--- config.mk ---
export PLATFORM = sky130hd
export DESIGN_NAME = uart_tx_arb
export DESIGN_NICKNAME = d
export VERILOG_FILES = /design/src/rtl/uart_pkg.sv /design/src/rtl/rr_pick.sv /design/src/rtl/uart_tx_arb.sv
export SDC_FILE = /design/constraint.sdc
export NUM_CORES = 1
export LEC_CHECK = 0
export BUFFER_PORTS_ARGS = -buffer_cell sky130_fd_sc_hd__buf_2
export CAP_MARGIN = 20
export CORE_MARGIN = 4
export CORE_UTILIZATION = 50
export CTS_CLUSTER_SIZE = 14
export DETAILED_ROUTE_END_ITERATION = 8
export MAX_ROUTING_LAYER = met4
export PLACE_DENSITY = 0.79
export SKIP_LAST_GASP = 1
export SLEW_MARGIN = 20
export SYNTH_ARGS = -nofsm -noshare
export SYNTH_HDL_FRONTEND = slang
export SYNTH_HIERARCHICAL = 1
export SYNTH_SLANG_ARGS = --single-unit
--- constraint.sdc ---
create_clock -name clk24 -period 2.9 [get_ports clk24]
set_clock_uncertainty 0.2 [all_clocks]
set_input_delay 0.145 -clock clk24 [delete_from_list [all_inputs] [get_ports clk24]]
set_output_delay 0.145 -clock clk24 [all_outputs]
set_load 0.005 [all_outputs]
--- src/rtl/uart_pkg.sv ---
`default_nettype none
// ============================================================================
// Module  : uart_pkg
// Brief   : Shared UART constants, plus the FSM state encoding and the
//           CR/LF byte constants used by the uart_tx_arb byte-stream arbiter.
// Revision: 1.0 - initial release
// ============================================================================
package uart_pkg;

    // Transmit framing
    localparam int c_UART_DATA_BITS = 8;
    localparam int c_UART_STOP_BITS = 1;

    // Line-ending bytes
    localparam logic [7:0] c_ASCII_CR = 8'h0D;
    localparam logic [7:0] c_ASCII_LF = 8'h0A;

    // Transmit arbiter state encoding
    typedef enum logic [1:0] {
        ST_IDLE      = 2'd0,
        ST_ISSUE     = 2'd1,
        ST_WAIT_BUSY = 2'd2,
        ST_WAIT_DONE = 2'd3
    } tx_arb_state_e;

endpackage : uart_pkg
`default_nettype wire

--- src/rtl/rr_pick.sv ---
`default_nettype none
// ============================================================================
// Module  : rr_pick
// Brief   : Combinational round-robin picker. Returns a one-hot grant for
//           the first set request found at or after i_ptr+1 (mod N).
// Revision: 1.0 - initial release
// ============================================================================
module rr_pick #(
    parameter int N  = 3,
    parameter int PW = 2
) (
    input  logic [N-1:0]  i_req,
    input  logic [PW-1:0] i_ptr,
    output logic [N-1:0]  o_grant
);

    int   w_idx;
    logic w_found;

    // Scan the requesters starting just after the pointer, wrapping once
    always_comb begin
        o_grant = '0;
        w_found = 1'b0;
        w_idx   = 0;
        for (int off = 1; off <= N; off++) begin
            w_idx = int'(i_ptr) + off;
            if (w_idx >= N) begin
                w_idx = w_idx - N;
            end
            if (!w_found && i_req[w_idx]) begin
                o_grant[w_idx] = 1'b1;
                w_found        = 1'b1;
            end
        end
    end

endmodule : rr_pick
`default_nettype wire

--- src/rtl/uart_tx_arb.sv ---
`default_nettype none
// ============================================================================
// Module  : uart_tx_arb
// Brief   : Round-robin arbiter merging NREQ byte streams onto one UART
//           transmitter. An owner keeps the transmitter until the byte
//           flagged last has finished transmitting.
//           Build option UART_TX_ARB_CRLF_EN: an accepted LF is sent as
//           CR followed by LF under a single ready pulse.
// Revision: 1.0 - initial release
// ============================================================================
module uart_tx_arb #(
    parameter int NREQ  = 3,
    parameter int GUARD = 4
) (
    input  logic              clk24,
    input  logic              rst_n,
    input  logic [NREQ-1:0]   req_valid_i,
    input  logic [8*NREQ-1:0] req_data_i,
    input  logic [NREQ-1:0]   req_last_i,
    output logic [NREQ-1:0]   req_ready_o,
    output logic [NREQ-1:0]   grant_o,
    output logic [7:0]        o_uart_tx_data,
    output logic              o_uart_tx_wr,
    input  logic              i_uart_tx_busy
);

    import uart_pkg::*;

    localparam int c_PW = (NREQ > 1) ? $clog2(NREQ) : 1;
    localparam int c_GW = $clog2(GUARD + 1);

    tx_arb_state_e   r_state;
    logic [NREQ-1:0] r_grant;
    logic [NREQ-1:0] r_ready;
    logic [7:0]      r_data;
    logic            r_wr;
    logic            r_last;
    logic [c_PW-1:0] r_rr_ptr;
    logic [c_GW-1:0] r_guard_cnt;
`ifdef UART_TX_ARB_CRLF_EN
    logic            r_lf_pending;
`endif

    logic [NREQ-1:0] w_pick;
    logic            w_owner_valid;
    logic [7:0]      w_owner_data;
    logic            w_owner_last;
    logic [c_PW-1:0] w_owner_idx;
    logic            w_byte_done;

    // Binary index of a one-hot owner vector
    function automatic logic [c_PW-1:0] f_onehot_idx(input logic [NREQ-1:0] oh);
        logic [c_PW-1:0] idx;
        idx = '0;
        for (int k = 0; k < NREQ; k++) begin
            if (oh[k]) begin
                idx = c_PW'(k);
            end
        end
        return idx;
    endfunction

    rr_pick #(
        .N  (NREQ),
        .PW (c_PW)
    ) u_rr_pick (
        .i_req   (req_valid_i),
        .i_ptr   (r_rr_ptr),
        .o_grant (w_pick)
    );

    // Route the current owner's byte, last flag and valid
    always_comb begin
        w_owner_data = '0;
        w_owner_last = 1'b0;
        for (int k = 0; k < NREQ; k++) begin
            if (r_grant[k]) begin
                w_owner_data = req_data_i[8*k +: 8];
                w_owner_last = req_last_i[k];
            end
        end
    end

    assign w_owner_valid = |(r_grant & req_valid_i);
    assign w_owner_idx   = f_onehot_idx(r_grant);

    // A byte is finished once busy drops, or the guard expires with busy never seen
    assign w_byte_done = ((r_state == ST_WAIT_BUSY) && !i_uart_tx_busy &&
                          (r_guard_cnt == c_GW'(GUARD - 1))) ||
                         ((r_state == ST_WAIT_DONE) && !i_uart_tx_busy);

    // Arbitration / transmit FSM with registered outputs
    always_ff @(posedge clk24) begin
        if (!rst_n) begin
            r_state      <= ST_IDLE;
            r_grant      <= '0;
            r_ready      <= '0;
            r_data       <= 8'h00;
            r_wr         <= 1'b0;
            r_last       <= 1'b0;
            r_rr_ptr     <= c_PW'(NREQ - 1);
            r_guard_cnt  <= '0;
`ifdef UART_TX_ARB_CRLF_EN
            r_lf_pending <= 1'b0;
`endif
        end else begin
            r_ready <= '0;
            r_wr    <= 1'b0;
            case (r_state)
                ST_IDLE: begin
                    if (r_grant == '0) begin
                        r_grant <= w_pick;
                    end else if (w_owner_valid) begin
                        r_ready <= r_grant;
                        r_last  <= w_owner_last;
                        r_wr    <= 1'b1;
                        r_state <= ST_ISSUE;
`ifdef UART_TX_ARB_CRLF_EN
                        if (w_owner_data == c_ASCII_LF) begin
                            r_data       <= c_ASCII_CR;
                            r_lf_pending <= 1'b1;
                        end else begin
                            r_data <= w_owner_data;
                        end
`else
                        r_data <= w_owner_data;
`endif
                    end
                end
                ST_ISSUE: begin
                    r_guard_cnt <= '0;
                    r_state     <= ST_WAIT_BUSY;
                end
                ST_WAIT_BUSY: begin
                    if (i_uart_tx_busy) begin
                        r_state <= ST_WAIT_DONE;
                    end else begin
                        r_guard_cnt <= r_guard_cnt + c_GW'(1);
                    end
                end
                ST_WAIT_DONE: begin
                    r_state <= ST_WAIT_DONE;
                end
                default: begin
                    r_state <= ST_IDLE;
                end
            endcase

            if (w_byte_done) begin
`ifdef UART_TX_ARB_CRLF_EN
                if (r_lf_pending) begin
                    r_lf_pending <= 1'b0;
                    r_data       <= c_ASCII_LF;
                    r_wr         <= 1'b1;
                    r_state      <= ST_ISSUE;
                end else
`endif
                begin
                    r_state <= ST_IDLE;
                    if (r_last) begin
                        r_grant  <= '0;
                        r_rr_ptr <= w_owner_idx;
                    end
                end
            end
        end
    end

    assign req_ready_o    = r_ready;
    assign grant_o        = r_grant;
    assign o_uart_tx_data = r_data;
    assign o_uart_tx_wr   = r_wr;

endmodule : uart_tx_arb
`default_nettype wire

==> results.sh, run 1 <==
export IMPL_outcome="finished, violations left"
export IMPL_failed_checks="hold timing"
export IMPL_fin_tns_setup_ns=0
export IMPL_final_max_slew_viol_count=0
export IMPL_r2r_cells=8
export IMPL_max_freq_mhz=423
export IMPL_drtIter0Drc=88
export IMPL_yosysSeqAreaShare_pct=32.2
export IMPL_synth_top_cell_area_share_pct=32.2
export IMPL_ys_top_cells_by_count="dfxtp_1 (23), nand2_1 (17), mux2i_1 (11)"
export IMPL_die_height_um=61.5
export IMPL_grt_pass1_vias=1289
export IMPL_drv_cap=0
export IMPL_switching_share_pct=29.8
export IMPL_rr_startpoint="r_rr_ptr[0]"
export IMPL_p_seq_share_pct=53.7
export IMPL_ys_top_cells_by_area="dfxtp_1 (32%), mux2i_1 (7.7%), ha_1 (6.1%)"
export IMPL_cts_root_buf="clkbuf_4"
export IMPL_ys_types=35
export IMPL_first_pass_iters=4
export IMPL_r2r_slack_ns=0.54
export IMPL_vias=1467
export IMPL_slew_headroom_pct=54.5
export IMPL_pwr_density_cell_nw_per_um2=383
export IMPL_synth_ff_type="dfxtp_1"
export IMPL_required_ns=2.96
export IMPL_layout_nets=254
export IMPL_grtUsageTotal_pct=20.8
export IMPL_synth_warnings=6
export IMPL_grt_max_degree=24
export IMPL_cp_max_fo=9
export IMPL_hold_class="input pin to register"
export IMPL_hold_depth=3
export IMPL_ant_nets=0
export IMPL_post_synth_cell_area_avg_um2=8.62
export IMPL_gp_routability_congestion=0.846
export IMPL_start_util_pct=52.3
export IMPL_diodes=0
export IMPL_postCtsSetupRepairBufs=0
export IMPL_p_leak_uw=0.000907
export IMPL_h_tree_depth=1
export IMPL_arrival_ns=2.42
export IMPL_cts_buffer_depth=2
export IMPL_ir_worst_vdd_v=0.000378
export IMPL_critPathCaptureType="register"
export IMPL_min_from="req_data_i[16]"
export IMPL_hpwl_um=2630
export IMPL_grt_pass1_wl_um=5840
export IMPL_p_sw_uw=199
export IMPL_core_um2=2730
export IMPL_tightest_slew_ns=0.682
export IMPL_drc=0
export IMPL_holdWs_ns=-0.00328
export IMPL_post_route_period_util_pct=81.5
export IMPL_viasPerCell=6.01
export IMPL_drive_above_1_share_pct=25.4
export IMPL_min_period_ns=2.36
export IMPL_p_int_uw=469
export IMPL_r2r_end="grant_o[2]"
export IMPL_pwr_share_clk_pct=21.8
export IMPL_worstSetupStartpointType="register"
export IMPL_die_area_um2=3780
export IMPL_antenna_found_initial=0
export IMPL_synth_area_leader_cell="dfxtp_1"
export IMPL_clkSlewWorstSetupHoldPaths_ns=0.12
export IMPL_hold_viol_final=1
export IMPL_syn_to_final_growth_pct=22.0
export IMPL_syn_nets=206
export IMPL_setup_viol_count_final=0
export IMPL_netlist_instances=166
export IMPL_finalPower_uw=668
export IMPL_postRouteWirelength_um=3700
export IMPL_row_count=19
export IMPL_syn_area_um2=1430
export IMPL_fin_util_pct=63.8
export IMPL_yosysMostFrequentCell="dfxtp_1"
export IMPL_die_w_um=61.5
export IMPL_top_level_ports=48
export IMPL_rsz0062_at_grt="no"
export IMPL_hold_path_endpoint="o_uart_tx_data[0]"
export IMPL_clkLatencyLatePin_ns=0.31
export IMPL_grt_overflow_total=0
export IMPL_wl_per_cell_um=15.2
export IMPL_path_class="register to register"
export IMPL_portBuffers=47
export IMPL_comb_power_share_pct=24.4
export IMPL_cts_sinks=23
export IMPL_synth_async_reset_ratio_pct=0
export IMPL_cts_buffers=3
export IMPL_ys_ff_latch=23
export IMPL_synth_edf_count=0
export IMPL_cts_tree="done"
## area by class of cell
class	count	area (µm²)
sequential	23	460
timing repair buffer	56	323
tap	31	38.8
clock inverter	1	5.00
clock buffer	3	22.5
fill	223	990
inverter	10	37.5
multi-input combinational	120	857
## worst max path at each step
| stage | from | end | slack (ns) | cells past startpoint |
|---|---|---|---|---|
| detailed placement | r_rr_ptr[0] | grant_o[2] | 0.61 | 8 |
| CTS | r_rr_ptr[0] | grant_o[2] | 0.59 | 8 |
| global route | r_rr_ptr[0] | grant_o[1] | 0.35 | 8 |
| floorplan | r_rr_ptr[0] | grant_o[1] | 0.91 | 9 |
| global placement | r_rr_ptr[0] | grant_o[2] | 0.75 | 8 |
| finish | r_rr_ptr[0] | grant_o[2] | 0.54 | 8 |
## metal layers
metal	wire, µm	GRT usage (%)	up-vias
met1	1480	24.4	698
met4	25	2.12	0
li1	-	-	696
met3	219	4.40	8
met2	1980	37.4	65
met5	0	-	-
## state kept, by name, summed over array words and instances (netlist names)
name            cells
req_ready_o         3
o_uart_tx_wr        1
o_uart_tx_data      8
grant_o             3
r_state             2
r_rr_ptr            2
r_guard_cnt         3
r_last              1
## per-stage QoR
step / instance area, µm² / std cells / setup WS [ns]
2_1_floorplan: 1430 / 166 / 0.914
3_5_place_dp: 1640 / 232 / 0.605
3_3_place_gp: 1640 / 232 / 0.751
4_1_cts: 1740 / 244 / 0.586
5_1_grt: 1740 / 244 / 0.351
6_report: 1740 / 244 / 0.538
## kinds of logic (layout without fill, tap and decap cells)
kind of cell,Yosys count,after routing,share of synthesized area (%)
compound gates,50,50,26.2
fa+ha+maj,7,7,6.12
buf+inv,23,70,7.87
flops,23,23,32.2
mux,12,12,8.49
simple gates,51,51,19.2
## power groups by stage
stage,Clock [µW],Combinational (µW),Sequential (µW)
3_3_place_gp,0,147,364
4_1_cts,151,162,359
6_report,146,163,359
3_5_place_dp,0,154,365
2_1_floorplan,0,117,352
5_1_grt,163,180,362
## what timing repair did
action / 4_1_cts / 5_1_grt
hold endpoints to repair: 9 / 0
hold buffers: 8 / 0
gates resized for setup: 0 / 0
setup endpoints to repair: 0 / 0
## worst max-delay path, stage by stage, from the launching register on
cell       delay [ns]
dfxtp_1          0.49
inv_1            0.13
ha_1             0.53
mux2i_1          0.32
o21a_1           0.19
o21ai_1          0.11
o2bb2ai_1        0.16
a21oi_1          0.08
nor2_1           0.11
## cells in the final DEF (no fill, tap or decap)
master | Yosys | routed
ha_1 | 7 | 7
o221ai_1 | 9 | 9
inv_2 | 1 | 1
o21bai_1 | 3 | 3
inv_1 | 9 | 9
a31oi_1 | 3 | 3
buf_2 | 3 | 47
o311ai_0 | 1 | 1
o21a_1 | 4 | 4
a21o_1 | 10 | 10
a21oi_1 | 7 | 7
nor3b_1 | 2 | 2
mux2_1 | 1 | 1
clkbuf_4 | 0 | 3
nand2_1 | 17 | 17
o2bb2ai_1 | 1 | 1
and3b_1 | 9 | 9
a2111oi_4 | 1 | 1
dlygate4sd3_1 | 0 | 8
clkinv_2 | 0 | 1
o2111a_1 | 1 | 1
nor2_1 | 8 | 8
nand3_1 | 2 | 2
o21ai_1 | 3 | 3
buf_4 | 2 | 1
nor2b_1 | 2 | 2
a222oi_1 | 1 | 1
nand2b_1 | 2 | 2
or3_1 | 1 | 1
nand3b_1 | 1 | 1
nor3_1 | 5 | 5
dfxtp_1 | 23 | 23
nor4_1 | 2 | 2
mux2i_1 | 11 | 11
o21ai_0 | 5 | 5
o31ai_1 | 1 | 1
Note: power is estimated with default switching activity, not from simulation.
==> inputs of run 2 (changes only) <==
--- a/config.mk
+++ b/config.mk
@@ -8,11 +8,11 @@
 export BUFFER_PORTS_ARGS = -buffer_cell sky130_fd_sc_hd__buf_2
 export CAP_MARGIN = 20
 export CORE_MARGIN = 4
-export CORE_UTILIZATION = 50
+export CORE_UTILIZATION = 45
 export CTS_CLUSTER_SIZE = 14
 export DETAILED_ROUTE_END_ITERATION = 8
 export MAX_ROUTING_LAYER = met4
-export PLACE_DENSITY = 0.79
+export PLACE_DENSITY = 0.75
 export SKIP_LAST_GASP = 1
 export SLEW_MARGIN = 20
 export SYNTH_ARGS = -nofsm -noshare
==> constraint.sdc (replaced) <==
create_clock -name clk24 -period 1.96 [get_ports clk24]
set_clock_uncertainty 0.2 [all_clocks]
set_input_delay 0.098 -clock clk24 [delete_from_list [all_inputs] [get_ports clk24]]
set_output_delay 0.098 -clock clk24 [all_outputs]
set_load 0.005 [all_outputs]
==> run 2 against run 1 <==
Net effect: global-route usage decreased by 1.9 points; sequential share of layout area down 1.7 points; worst hold slack improved by 0.017 ns; final cell count increased by 9.4%; the flow now finishes without violations; critical endpoint unchanged; utilization decreased by 2.4 points; highest routed layer unchanged.
==> results.sh, run 2 (synthesized netlist as in run 1, its figures left out) <==
export IMPL_clkSlewWorstSetupHoldPaths_ns=0.12
export IMPL_wl_per_cell_um=13.5
export IMPL_layout_nets=264
export IMPL_antenna_found_initial=0
export IMPL_first_pass_iters=4
export IMPL_vias=1413
export IMPL_top_level_ports=48
export IMPL_finalPower_uw=998
export IMPL_drv_cap=0
export IMPL_pwr_share_clk_pct=21.4
export IMPL_grt_max_degree=24
export IMPL_r2r_slack_ns=0.14
export IMPL_hold_path_endpoint="o_uart_tx_data[4]"
export IMPL_core_um2=3050
export IMPL_cts_sinks=23
export IMPL_dpl_instance_area_um2=1700
export IMPL_grt_overflow_total=0
export IMPL_gp_routability_congestion=0.835
export IMPL_min_from="req_data_i[12]"
export IMPL_viasPerCell=5.29
export IMPL_final_fill_count=286
export IMPL_grt_pass1_wl_um=6150
export IMPL_clkLatencyLatePin_ns=0.31
export IMPL_fin_tns_setup_ns=0
export IMPL_required_ns=2.01
export IMPL_path_class="register to register"
export IMPL_p_int_uw=706
export IMPL_drive_above_1_share_pct=30.5
export IMPL_final_area_um2=1870
export IMPL_hold_viol_final=0
export IMPL_path_cells="inv_2 > ha_4 > mux2i_2 > nor2_1 > o31ai_1 > o2bb2ai_1 > a21oi_1 > nor2_1"
export IMPL_cts_root_buf="clkbuf_4"
export IMPL_hold_depth=4
export IMPL_pwr_density_cell_nw_per_um2=532
export IMPL_slew_headroom_pct=55.2
export IMPL_p_seq_share_pct=51.2
export IMPL_worstSetupStartpointType="register"
export IMPL_ant_nets=0
export IMPL_die_height_um=64.4
export IMPL_grtUsageTotal_pct=18.9
export IMPL_tightest_slew_ns=0.671
export IMPL_final_max_slew_viol_count=0
export IMPL_row_count=20
export IMPL_grt_pass1_vias=1386
export IMPL_start_util_pct=46.8
export IMPL_worst_path_max_delay_cell="dfxtp_2"
export IMPL_final_common_cell="buf_2"
export IMPL_drc=0
export IMPL_cpMostUsedCell="nor2_1"
export IMPL_p_sw_uw=292
export IMPL_rr_startpoint="r_rr_ptr[0]"
export IMPL_r2r_end="grant_o[2]"
export IMPL_multiInputGateArea_um2=886
export IMPL_r2r_cells=8
export IMPL_h_tree_depth=1
export IMPL_crit_path_start="r_rr_ptr[0]"
export IMPL_die_area_um2=4140
export IMPL_drtIter0Drc=56
export IMPL_cts_tree="done"
export IMPL_max_freq_mhz=549
export IMPL_comb_power_share_pct=27.4
export IMPL_portBuffers=47
export IMPL_ir_worst_vdd_v=0.000407
export IMPL_critPathCaptureType="register"
export IMPL_cts_buffer_depth=2
export IMPL_die_w_um=64.4
export IMPL_postRouteWirelength_um=3600
export IMPL_layout_common_cells="buf_2 (47), dfxtp_1 (21), nand2_1 (17)"
export IMPL_max_stage_delay_ns=0.35
export IMPL_largest_register_ffs=8
export IMPL_cts_buffers=3
export IMPL_arrival_ns=1.87
export IMPL_cp_max_fo=5
export IMPL_setup_viol_count_final=0
export IMPL_seq_area_um2=463
export IMPL_hold_class="input pin to register"
export IMPL_syn_to_final_growth_pct=31.1
export IMPL_outcome="complete, no violations"
export IMPL_p_leak_uw=0.000948
export IMPL_switching_share_pct=29.2
export IMPL_min_period_ns=1.82
export IMPL_post_route_period_util_pct=92.9
export IMPL_hpwl_um=2500
export IMPL_diodes=0
==> run 2: cell types whose count changed in the layout (fill, tap and decap cells not counted), sizes merged <==
| cell | delta |
|---|---|
| dlygate4sd3 | +3 |
| buf | +7 |
==> run 2: critical path, delay by kind of cell, from the launching register on <==
family	cells	cell delay, ns
compound gates	3	0.45
mux	1	0.23
buf+inv	1	0.07
fa+ha+maj	1	0.32
simple gates	2	0.14
flops	1	0.35
==> run 2: area by class of cell <==
type,count,area share (%)
well taps,44,2.94
flip-flops and latches,23,24.7
multi-input cells,120,47.3
inverters,10,2.00
clock inverters,1,0.267
clock buffers,3,1.20
repair buffers,66,21.6
==> run 2: metal layers <==
layer / part of all wire, % / track usage, %
met2: 50 / 33.8
met3: 4.2 / 3.87
met4: 0.64 / 3.17
met5: 0 / -
met1: 45 / 22.2
==> run 2: worst max-delay path by stage <==
stage,end,slack [ns],cells past startpoint
floorplan,grant_o[1],0.06,9
global placement,grant_o[2],0.04,8
detailed placement,grant_o[2],-0.01,8
CTS,grant_o[2],0.006,8
global route,grant_o[2],-0.005,8
finish,grant_o[2],0.14,8
==> run 2: through the flow <==
step | hold WS [ns] | util [%] | instances | setup WS, ns
after detailed placement | 0.225 | 55.7 | 251 | -0.0127
after global routing | 0.0378 | 61.4 | 267 | -0.00493
final | 0.0141 | 61.4 | 267 | 0.140
after CTS | 0.00526 | 60.2 | 266 | 0.00562
after floorplan | 0.0460 | - | 166 | 0.0611
after global placement | 0.216 | 55.7 | 251 | 0.0361
==> run 2: power groups by stage <==
stage / Combinational, µW / Sequential (µW) / Clock (µW)
final: 273 / 511 / 214
after global routing: 303 / 515 / 243
after CTS: 269 / 510 / 223
after detailed placement: 251 / 521 / 0
after global placement: 249 / 521 / 0
after floorplan: 173 / 521 / 0
==> run 2: repair_timing <==
action,CTS,global route
endpoints found under the setup margin,3,3
hold endpoints to repair,13,0
pin swaps,0,3
resized for setup,1,7
hold buffers,11,0
buffers inserted,0,1
==> inputs of run 3 (changes only) <==
--- a/config.mk
+++ b/config.mk
@@ -5,6 +5,7 @@
 export SDC_FILE = /design/constraint.sdc
 export NUM_CORES = 1
 export LEC_CHECK = 0
+export ABC_AREA = 1
 export BUFFER_PORTS_ARGS = -buffer_cell sky130_fd_sc_hd__buf_2
 export CAP_MARGIN = 20
 export CORE_MARGIN = 4
==> run 3 against run 2 <==
Net effect: sequential power rose by 29%; non-clock buffer count rose by 5; global-route usage fell by 0.64 points; via count rose by 14%; register-to-register slack barely moved; sequential cell count did not move; fmax fell by 0.55%; die area rose by 0.30%; total power rose by 67%; clock power barely moved; critical path type unchanged; critical endpoint is now o_uart_tx_data[0]; largest cell class unchanged; largest power group is now combinational logic; highest routed layer unchanged.
==> results.sh, run 3 <==
export IMPL_final_common_cell="nand2_1"
export IMPL_clkSlewWorstSetupHoldPaths_ns=0.12
export IMPL_syn_nets=272
export IMPL_hold_depth=5
export IMPL_outcome="complete, no violations"
export IMPL_postRouteWirelength_um=3520
export IMPL_netlist_instances=232
export IMPL_slew_headroom_pct=80.7
export IMPL_ys_top_cells_by_area="dfxtp_1 (32%), nand2_1 (18%), nand3_1 (10%)"
export IMPL_hold_viol_final=0
export IMPL_grt_pass1_wl_um=5950
export IMPL_min_from="i_uart_tx_busy"
export IMPL_p_int_uw=1010
export IMPL_top_level_ports=48
export IMPL_r2r_cells=7
export IMPL_critical_path_top_delay_family="buffers and inverters"
export IMPL_synth_top_cell_area_share_pct=32.1
export IMPL_p_leak_uw=0.00111
export IMPL_pwr_share_clk_pct=12.8
export IMPL_vias=1611
export IMPL_cts_buffers=3
export IMPL_cts_sinks=23
export IMPL_diodes=0
export IMPL_setup_viol_count_final=0
export IMPL_rr_startpoint="grant_o[2]"
export IMPL_synth_ff_type="dfxtp_1"
export IMPL_rsz0062_at_grt="no"
export IMPL_drc=0
export IMPL_path_class="register to register"
export IMPL_wl_per_cell_um=10.2
export IMPL_cp_max_fo=12
export IMPL_grt_pass1_vias=1460
export IMPL_fin_tns_setup_ns=0
export IMPL_synth_area_leader_cell="dfxtp_1"
export IMPL_syn_area_um2=1440
export IMPL_antenna_found_initial=0
export IMPL_die_w_um=64.5
export IMPL_hpwl_um=2420
export IMPL_worstSetupStartpointType="register"
export IMPL_switching_share_pct=39.7
export IMPL_pwr_density_cell_nw_per_um2=847
export IMPL_path_buf_inv=3
export IMPL_ys_ff_latch=23
export IMPL_ant_nets=0
export IMPL_critPathCaptureType="register"
export IMPL_largest_register_ffs=8
export IMPL_drtIter0Drc=95
export IMPL_ir_worst_vdd_v=0.000469
export IMPL_layout_common_cells="nand2_1 (69), buf_2 (47), nor2_1 (36)"
export IMPL_synth_warnings=6
export IMPL_required_ns=1.98
export IMPL_final_fill_count=297
export IMPL_drv_cap=0
export IMPL_die_height_um=64.5
export IMPL_clkLatencyLatePin_ns=0.31
export IMPL_h_tree_depth=1
export IMPL_synth_edf_count=0
export IMPL_worst_path_max_delay_cell="dlygate4sd3_1"
export IMPL_die_area_um2=4160
export IMPL_min_period_ns=1.83
export IMPL_drive_above_1_share_pct=25.7
export IMPL_synth_async_reset_ratio_pct=0
export IMPL_path_cells="clkinvlp_4 > buf_4 > nand3_1 > nand3_1 > dlygate4sd3_1 > nor2_1 > nor2_1"
export IMPL_final_area_um2=1970
export IMPL_comb_power_share_pct=47.6
export IMPL_max_stage_delay_ns=0.57
export IMPL_ys_top_cells_by_count="nand2_1 (69), nor2_1 (36), inv_1 (32)"
export IMPL_cts_root_buf="clkbuf_4"
export IMPL_grt_max_degree=19
export IMPL_post_route_period_util_pct=93.4
export IMPL_portBuffers=47
export IMPL_viasPerCell=4.68
export IMPL_final_max_slew_viol_count=0
export IMPL_arrival_ns=1.85
export IMPL_tightest_slew_ns=0.290
export IMPL_post_synth_cell_area_avg_um2=6.19
export IMPL_core_um2=3050
export IMPL_yosysMostFrequentCell="nand2_1"
export IMPL_p_seq_share_pct=39.6
export IMPL_grt_overflow_total=0
export IMPL_start_util_pct=47.0
export IMPL_grtUsageTotal_pct=18.3
export IMPL_row_count=20
export IMPL_cts_buffer_depth=2
export IMPL_layout_nets=341
export IMPL_crit_path_start="grant_o[2]"
export IMPL_first_pass_iters=4
export IMPL_dpl_instance_area_um2=1700
export IMPL_gp_routability_congestion=0.850
export IMPL_cts_tree="done"
export IMPL_yosysSeqAreaShare_pct=32.1
export IMPL_ys_types=19
export IMPL_hold_class="input pin to register"
export IMPL_p_sw_uw=663
export IMPL_syn_to_final_growth_pct=37.2
export IMPL_max_freq_mhz=546
export IMPL_path_depth=7
## run 3: area by class of cell
cell class	instances	area (µm²)	area share, %
Clock buffer	4	26.3	1.33
Inverter	35	135	6.86
Multi-Input combinational cell	167	823	41.8
Sequential cell	23	467	23.7
Tap cell	44	55.1	2.80
Timing Repair Buffer	71	463	23.5
## run 3: logic make-up after synthesis
| kind of cell | Yosys count | share of synthesized area, % |
|---|---|---|
| compound gates | 10 | 3.49 |
| fa+ha+maj | 7 | 6.10 |
| buf+inv | 42 | 12.6 |
| flops | 23 | 32.1 |
| simple gates | 150 | 45.8 |
## run 3: timing repair
item	in CTS	in global routing
hold buffers	19	0
buffers inserted	0	2
gates resized for setup	0	10
setup endpoints to repair	0	10
endpoints found under the hold margin	14	0
## run 3: final timing paths
check / slack (ns) / end
hold reg to reg: 0.27 / r_guard_cnt[0]
setup reg to reg: 0.13 / o_uart_tx_data[0]
hold / removal: 0.009 / r_guard_cnt[2]
setup / recovery: 0.13 / o_uart_tx_data[0]
## run 3: stage by stage
stage | hold slack (ns) | cells | utilization, % | power (µW) | setup WS (ns)
finish | 0.00908 | 344 | 64.5 | 1670 | 0.129
global route | 0.0313 | 344 | 64.5 | 1830 | 0.00211
CTS | 0.00609 | 342 | 62.7 | 1650 | 0.0224
detailed placement | 0.238 | 319 | 55.7 | 1350 | 0.0572
global placement | 0.242 | 319 | 55.7 | 1350 | 0.149
floorplan | 0.0238 | 232 | - | 1170 | 0.220
## run 3: worst register-to-register path: stages, from the launching register on
cell and delay (ns):
dfxtp_4 0.42, clkinvlp_4 0.09, buf_4 0.17, nand3_1 0.07
nand3_1 0.08, dlygate4sd3_1 0.57, nor2_1 0.09, nor2_1 0.05
## run 3: layer usage
| metal | share of wire [%] | vias to the layer above | global-route usage, % |
|---|---|---|---|
| li1 | - | 847 | - |
| met1 | 42 | 714 | 20.1 |
| met2 | 50 | 40 | 32.0 |
| met3 | 5.0 | 10 | 4.33 |
| met4 | 2.9 | 0 | 7.12 |
| met5 | 0 | - | - |
## run 3: power by group through the flow
stage                     clock, µW  combinational (µW)  sequential [µW]
final                           214                 794              660
after floorplan                   0                 505              662
after CTS                       220                 776              655
after detailed placement          0                 685              665
after global placement            0                 683              664
after global routing            244                 914              678
